===== config.mk =====
export PLATFORM = sky130hd
export DESIGN_NAME = pc_sequencer
export DESIGN_NICKNAME = d
export VERILOG_FILES = /design/src/rtl/pc_pkg.sv /design/src/rtl/pc_ras.sv /design/src/rtl/pc_sequencer.sv
export SDC_FILE = /design/constraint.sdc
export NUM_CORES = 1
export LEC_CHECK = 0
export BUFFER_PORTS_ARGS = -buffer_cell sky130_fd_sc_hd__buf_2
export CELL_PAD_IN_SITES_DETAIL_PLACEMENT = 0
export CELL_PAD_IN_SITES_GLOBAL_PLACEMENT = 1
export CORE_ASPECT_RATIO = 0.6
export CORE_MARGIN = 2
export CORE_UTILIZATION = 45
export DETAILED_ROUTE_END_ITERATION = 10
export GPL_TIMING_DRIVEN = 0
export PLACE_DENSITY_LB_ADDON = 0.1
export SKIP_CTS_REPAIR_TIMING = 1
export SLEW_MARGIN = 25
export SYNTH_ARGS = -nofsm -noshare
export SYNTH_HDL_FRONTEND = slang
export SYNTH_SLANG_ARGS = --single-unit

===== constraint.sdc =====
create_clock -name Clk -period 4.05 [get_ports Clk]
set_input_delay 0.81 -clock Clk [delete_from_list [all_inputs] [get_ports Clk]]
set_output_delay 0.81 -clock Clk [all_outputs]
set_load 0.005 [all_outputs]

===== src/rtl/pc_pkg.sv =====
// Shared types and helpers for the fetch-address sequencer.
// Holds the default vectors, next-PC source codes and branch arithmetic.
package pc_pkg;

  localparam logic [31:0] RESET_VEC_D = 32'h0000_3000;
  localparam logic [31:0] EXC_VEC_D   = 32'h0000_4180;

  typedef enum logic [2:0] {
    EXC,
    HOLD,
    RAS,
    JR,
    JMP,
    BR,
    SEQ
  } pc_src_e;

  typedef enum logic {
    ST_BOOT,
    ST_RUN
  } pc_state_e;

  // Computed at 64 bits; callers keep the low ADDR_W bits (modulo wrap).
  function automatic logic [63:0] br_target(
    input logic [63:0] pc,
    input logic [15:0] off
  );
    return pc + 64'd4 + {{46{off[15]}}, off, 2'b00};
  endfunction

endpackage


===== src/rtl/pc_ras.sv =====
// Circular return-address stack for call/return prediction.
// A push when full overwrites the oldest entry and sets a sticky flag.
module pc_ras
  import pc_pkg::*;
#(
  parameter int W     = 32,
  parameter int DEPTH = 4
) (
  input  logic         clk,
  input  logic         rst_n,
  input  logic         push,
  input  logic         pop,
  input  logic [W-1:0] din,
  output logic [W-1:0] top,
  output logic         empty,
  output logic         full,
  output logic         overflow
);

  localparam int PW = $clog2(DEPTH);
  localparam logic [PW:0] CNT_MAX = (PW+1)'(DEPTH);

  logic [W-1:0]  mem [DEPTH];
  logic [PW-1:0] sp;
  logic [PW-1:0] sp_top;
  logic [PW:0]   cnt;
  logic          ovf;
  logic          do_pop;

  assign sp_top = sp - PW'(1);
  assign do_pop = pop && (cnt != '0);

  always_ff @(posedge clk or negedge rst_n) begin
    if (!rst_n) begin
      sp  <= '0;
      cnt <= '0;
      ovf <= 1'b0;
      for (int i = 0; i < DEPTH; i++) mem[i] <= '0;
    end else if (push && do_pop) begin
      mem[sp_top] <= din;
    end else if (push) begin
      mem[sp] <= din;
      sp      <= sp + PW'(1);
      if (cnt == CNT_MAX) ovf <= 1'b1;
      else                cnt <= cnt + (PW+1)'(1);
    end else if (do_pop) begin
      sp  <= sp_top;
      cnt <= cnt - (PW+1)'(1);
    end
  end

  assign top      = mem[sp_top];
  assign empty    = (cnt == '0);
  assign full     = (cnt == CNT_MAX);
  assign overflow = ovf;

endmodule


===== src/rtl/pc_sequencer.sv =====
// Fetch PC register, next-PC priority mux and boot sequencing.
// Redirect requests from decode/execute land on PC one edge later.
module pc_sequencer
  import pc_pkg::*;
#(
  parameter int          ADDR_W    = 32,
  parameter logic [31:0] RESET_VEC = RESET_VEC_D,
  parameter logic [31:0] EXC_VEC   = EXC_VEC_D,
  parameter int          RAS_DEPTH = 4
) (
  input  logic              Clk,
  input  logic              PcReSet_n,
  input  logic              Stall,
  input  logic              BrTaken,
  input  logic [15:0]       BrOffset,
  input  logic              Jump,
  input  logic [25:0]       JumpAddr,
  input  logic              JrEn,
  input  logic [ADDR_W-1:0] JrAddr,
  input  logic              RetHint,
  input  logic              Link,
  input  logic              Exc,
  output logic [ADDR_W-1:0] PC,
  output logic [ADDR_W-1:0] NextPc,
  output logic              PcValid,
  output logic              AdelFlag,
  output logic              RasEmpty,
  output logic              RasFull,
  output logic              RasOverflow
);

  localparam logic [ADDR_W-1:0] RST_PC = ADDR_W'(RESET_VEC);
  localparam logic [ADDR_W-1:0] EXC_PC = ADDR_W'(EXC_VEC);

  pc_state_e         state;
  pc_state_e         state_nxt;
  pc_src_e           src;
  logic              adel;
  logic              run;
  logic              ras_ok;
  logic              ras_push;
  logic              ras_pop;
  logic [ADDR_W-1:0] ras_top;
  logic [ADDR_W-1:0] p4;
  logic [ADDR_W-1:0] br_tgt;
  logic [ADDR_W-1:0] jmp_tgt;
  logic [63:0]       br_wide;

  assign p4      = PC + ADDR_W'(4);
  assign br_wide = br_target(64'(PC), BrOffset);
  assign br_tgt  = br_wide[ADDR_W-1:0];
  assign jmp_tgt = {p4[ADDR_W-1:28], JumpAddr, 2'b00};

  always_ff @(posedge Clk or negedge PcReSet_n) begin
    if (!PcReSet_n) state <= ST_BOOT;
    else            state <= state_nxt;
  end

  always_comb begin
    state_nxt = state;
    src       = SEQ;
    adel      = 1'b0;
    if (state == ST_BOOT) begin
      state_nxt = ST_RUN;
      src       = HOLD;
    end else if (Exc) begin
      src = EXC;
    end else if (Stall) begin
      src = HOLD;
    end else if (JrEn) begin
      if (RetHint && !RasEmpty) begin
        src = RAS;
      end else if (JrAddr[1:0] != 2'b00) begin
        src  = EXC;
        adel = 1'b1;
      end else begin
        src = JR;
      end
    end else if (Jump) begin
      src = JMP;
    end else if (BrTaken) begin
      src = BR;
    end
  end

  always_comb begin
    unique case (src)
      EXC:     NextPc = EXC_PC;
      HOLD:    NextPc = PC;
      RAS:     NextPc = ras_top;
      JR:      NextPc = JrAddr;
      JMP:     NextPc = jmp_tgt;
      BR:      NextPc = br_tgt;
      default: NextPc = p4;
    endcase
  end

  always_ff @(posedge Clk or negedge PcReSet_n) begin
    if (!PcReSet_n) begin
      PC       <= RST_PC;
      PcValid  <= 1'b0;
      AdelFlag <= 1'b0;
    end else begin
      PC       <= NextPc;
      PcValid  <= 1'b1;
      AdelFlag <= adel;
    end
  end

  // Stack only moves on instructions that actually retire a redirect.
  assign run      = (state == ST_RUN);
  assign ras_ok   = run && !Stall && !Exc;
  assign ras_push = ras_ok && Link;
  assign ras_pop  = ras_ok && JrEn && RetHint && !RasEmpty;

  pc_ras #(
    .W     (ADDR_W),
    .DEPTH (RAS_DEPTH)
  ) u_ras (
    .clk      (Clk),
    .rst_n    (PcReSet_n),
    .push     (ras_push),
    .pop      (ras_pop),
    .din      (p4),
    .top      (ras_top),
    .empty    (RasEmpty),
    .full     (RasFull),
    .overflow (RasOverflow)
  );

endmodule

==> flow_metrics.env <==
export IMPL_sequential_share_of_power_pct=35.4
export IMPL_p_int_mw=4.96
export IMPL_ys_seq_area_share_pct=40.2
export IMPL_ratio_of_final_minimum_period_to_clock_period_pct=103
export IMPL_grtUsageTotal_pct=29.4
export IMPL_core_area_mm2=0.0230
export IMPL_timing_final_ws_setup_ns=-0.130
export IMPL_initial_utilization_pct=45.6
export IMPL_p_clk_share_pct=20.4
export IMPL_synth_flop_cell="sky130_fd_sc_hd__dfrtp_1"
export IMPL_postSynthRegisterBits=168
export IMPL_fraction_of_final_layout_cells_with_drive_strength_greater_than_1_pct=33.8
export IMPL_fill_cells=2073
export IMPL_synthesis_area_mm2=0.0105
export IMPL_crit_top_cell="sky130_fd_sc_hd__ha_4"
export IMPL_ir_drop_mv=0.363
export IMPL_timing_final_hold_violations=0
export IMPL_ff_latch_area_mm2=0.00422
export IMPL_required_ns=3.24
export IMPL_max_clock_freq_mhz=239
export IMPL_pin_count_of_the_biggest_net_entering_global_routing=88
export IMPL_hold_class="primary input to async pin"
export IMPL_synth_warning_count=0
export IMPL_finish_cell_count_without_fillers=1613
export IMPL_drt_first_iter_violations=813
export IMPL_critical_path_max_fanout=5
export IMPL_cpMaxStageDelayCell="sky130_fd_sc_hd__o31ai_4"
export IMPL_h_tree_depth=4
export IMPL_globalRouteMet3Util_pct=5.89
export IMPL_post_detailed_route_wirelength_per_cell_um=22.8
export IMPL_viasPerCell=5.90
export IMPL_place_detailed_hpwl_mm=27.1
export IMPL_cts_sinks=168
export IMPL_post_synth_arst_share_pct=100
export IMPL_numPlacedInstances=1540
export IMPL_setup_viol=10
export IMPL_boundaryPins=152
export IMPL_cts_made_buffers=17
export IMPL_remaining_drc_errors=0
export IMPL_p_sw_mw=2.91
export IMPL_post_dp_cell_area_mm2=0.0117
export IMPL_worst_setup_hold_path_clk_slew_ns=0.06
export IMPL_timing_slew_headroom_pct=48.4
export IMPL_critPathMaxStageDelay_ns=0.43
export IMPL_p_sw_share_pct=36.9
export IMPL_status="finished with violations"
export IMPL_die_height_um=122
export IMPL_top_usage_layer="met1"
export IMPL_final_nets=1435
export IMPL_yosys_cell_types_count=75
export IMPL_gr_usage_met2_pct=41.9
export IMPL_grt_setup_unrepaired="yes"
export IMPL_power_share_combinational_pct=44.2
export IMPL_finalWeightedCongestion=0.920
export IMPL_total_area_of_multi_input_combinational_cells_mm2=0.00656
export IMPL_path_class="primary input to primary output"
export IMPL_cp_arrival_ns=3.37
export IMPL_syn_inst=1073
export IMPL_fp_dieArea_mm2=0.0245
export IMPL_max_cap_violations=0
export IMPL_critical_path_n_buffers_inverters=3
export IMPL_cp_end_kind="primary output"
export IMPL_vias_in_the_first_global_route=8725
export IMPL_die_x_um=201
export IMPL_critical_path_startpoint="BrOffset[1]"
export IMPL_startpoint_type="primary input"
export IMPL_clock_tree_root_cell="sky130_fd_sc_hd__clkbuf_16"
export IMPL_grt_first_pass_wirelength_mm=53.4
export IMPL_num_vias=9509
export IMPL_grtUsageMet1_pct=45.5
export IMPL_clk_latency_ns=0.44
export IMPL_wirelength_mm=36.8
export IMPL_rows=43
export IMPL_least_margin_pin_slew_ns=0.774
export IMPL_worst_reg2reg_startpoint="u_ras.cnt[1]$_DFFE_PN0P_"
export IMPL_syn_nets=1221
export IMPL_drtAntennaViolNets=0
export IMPL_area_growth_synth_to_final_pct=27.3
export IMPL_failed_checks="setup timing"
export IMPL_cellPowerDensity_mw_per_mm2=590
export IMPL_worst_clock_skew_ns=0.0127
export IMPL_static_leakage_power_nw=6.01
export IMPL_timing_critical_path_cells="buf_6 -> ha_4 -> ha_4 -> inv_2 -> fa_2 -> nor2b_2 -> o2111a_2 -> o31ai_4 -> nor3_2 -> o311ai_2 -> nand2_1 -> xnor2_2 -> o221ai_2 -> buf_2"
export IMPL_postSynthAreaPerCell_um2=9.75
export IMPL_cts_path_max_buffers=2
export IMPL_port_buffers=151
export IMPL_number_of_synthesized_flops_with_an_enable_pin=0
export IMPL_cts_tree="done"
export IMPL_final_design_area_no_fill_mm2=0.0133
export IMPL_finalWorstPathRequiredPeriod_ns=4.18
export IMPL_power_total_mw=7.87
export IMPL_grt_remaining_overflow=0
export IMPL_worst_path_dominant_cell_family="compound AO/OA/AOI/OAI gates"
export IMPL_ant_diodes=0
export IMPL_first_pass_iters=5
export IMPL_number_of_antenna_violations_at_the_first_check_in_global_routing=0
export IMPL_slew_viol_final=0
export IMPL_preCtsSetupSlack_ns=-1.37
layout by cell type (no fill, tap or decap), types with 28 or more instances in the layout:
| master | synthesis | routed |
|---|---|---|
| sky130_fd_sc_hd__o21ai_1 | 27 | 28 |
| sky130_fd_sc_hd__mux4_2 | 32 | 32 |
| sky130_fd_sc_hd__mux2i_1 | 32 | 31 |
| sky130_fd_sc_hd__ha_1 | 63 | 32 |
| sky130_fd_sc_hd__dfrtp_1 | 166 | 153 |
| sky130_fd_sc_hd__nor2_1 | 170 | 166 |
| sky130_fd_sc_hd__a21oi_1 | 175 | 159 |
| sky130_fd_sc_hd__nand2_1 | 43 | 42 |
| sky130_fd_sc_hd__xnor2_1 | 33 | 31 |
| sky130_fd_sc_hd__buf_4 | 2 | 45 |
| sky130_fd_sc_hd__buf_2 | 23 | 169 |
state kept, by name, indices dropped and copies added, names as in the netlist:
register / cells
u_ras.mem: 128
PC: 32
u_ras.cnt: 3
u_ras.sp: 2
AdelFlag: 1
PcValid: 1
u_ras.overflow: 1
worst paths after layout:
kind | end | slack (ns) | cells after the start
setup / recovery | NextPc[29] | -0.13 | 14
hold / removal | PC[30]$_DFF_PN0_ | 0.36 | 1
setup reg to reg | u_ras.mem[76]$_DFFE_PN0P_ | 0.17 | 14
hold reg to reg | u_ras.overflow$_DFFE_PN0P_ | 0.46 | 2
max in group asynchronous | PC[6]$_DFF_PN0_ | 2.78 | 2
min in group Clk | u_ras.overflow$_DFFE_PN0P_ | 0.46 | 2
cell type report:
type                    instances  area share [%]
multi-input cells             825            49.2
flip-flops and latches        168            31.7
repair buffers                199            8.81
clock buffers                  22            3.56
well taps                     315            2.96
plain buffers                  54            2.44
clock inverters                 8           0.667
inverters                      22           0.638
cell families after synthesis:
group                      synth area share, %
xor gates and xnor gates                  4.85
other                                   0.0358
muxes                                     12.6
DFF                                       40.2
buffers and inverters                     3.50
adders and majority gates                 7.91
AOI/OAI and AO/OA                         18.2
and+or+nand+nor                           12.8
power by group through the flow:
| stage | logic (mW) | registers [mW] | clock network (mW) |
|---|---|---|---|
| global route | 3.77 | 2.85 | 1.69 |
| CTS | 3.04 | 2.77 | 1.62 |
| global placement | 2.98 | 2.77 | 0 |
| finish | 3.48 | 2.78 | 1.61 |
| detailed placement | 3.03 | 2.78 | 0 |
| floorplan | 2.17 | 2.65 | 0 |
synth_stat cells, drive strengths merged, types with 5 or more instances:
cell type,instances,area [um2]
dfrtp,166,4150
nor2b,6,37.5
nand2,43,161
a21oi,175,876
mux2,24,274
clkbuf,27,101
mux2i,32,320
mux4,32,721
nor2,172,651
buf,31,183
a21o,11,82.6
a221oi,13,114
nand4,9,56.3
nand3,18,90.1
xor2,25,219
inv,22,82.6
o21ai,50,254
a31oi,7,43.8
xnor2,33,289
o211ai,8,60.1
a22oi,5,42.5
a222oi,5,50.1
nor3,13,65.1
o221ai,5,43.8
and3,15,93.8
ha,63,788
metal layers:
layer	up-vias	wire length, um
li1	4343	-
met1	4733	17600
met2	400	15800
met3	33	2920
met4	0	520
met5	-	0
through the flow:
step / hold slack, ns / utilization (%) / setup TNS, ns
final: 0.365 / 58.0 / -0.716
after detailed placement: 0.453 / 50.7 / -53.86
after global routing: 0.427 / 58.0 / -1.72
after CTS: 0.392 / 53.2 / -52.48
after global placement: 0.450 / 50.6 / -137.94
after floorplan: 0.460 / - / 0
Note: power is estimated with default switching activity, not from simulation.
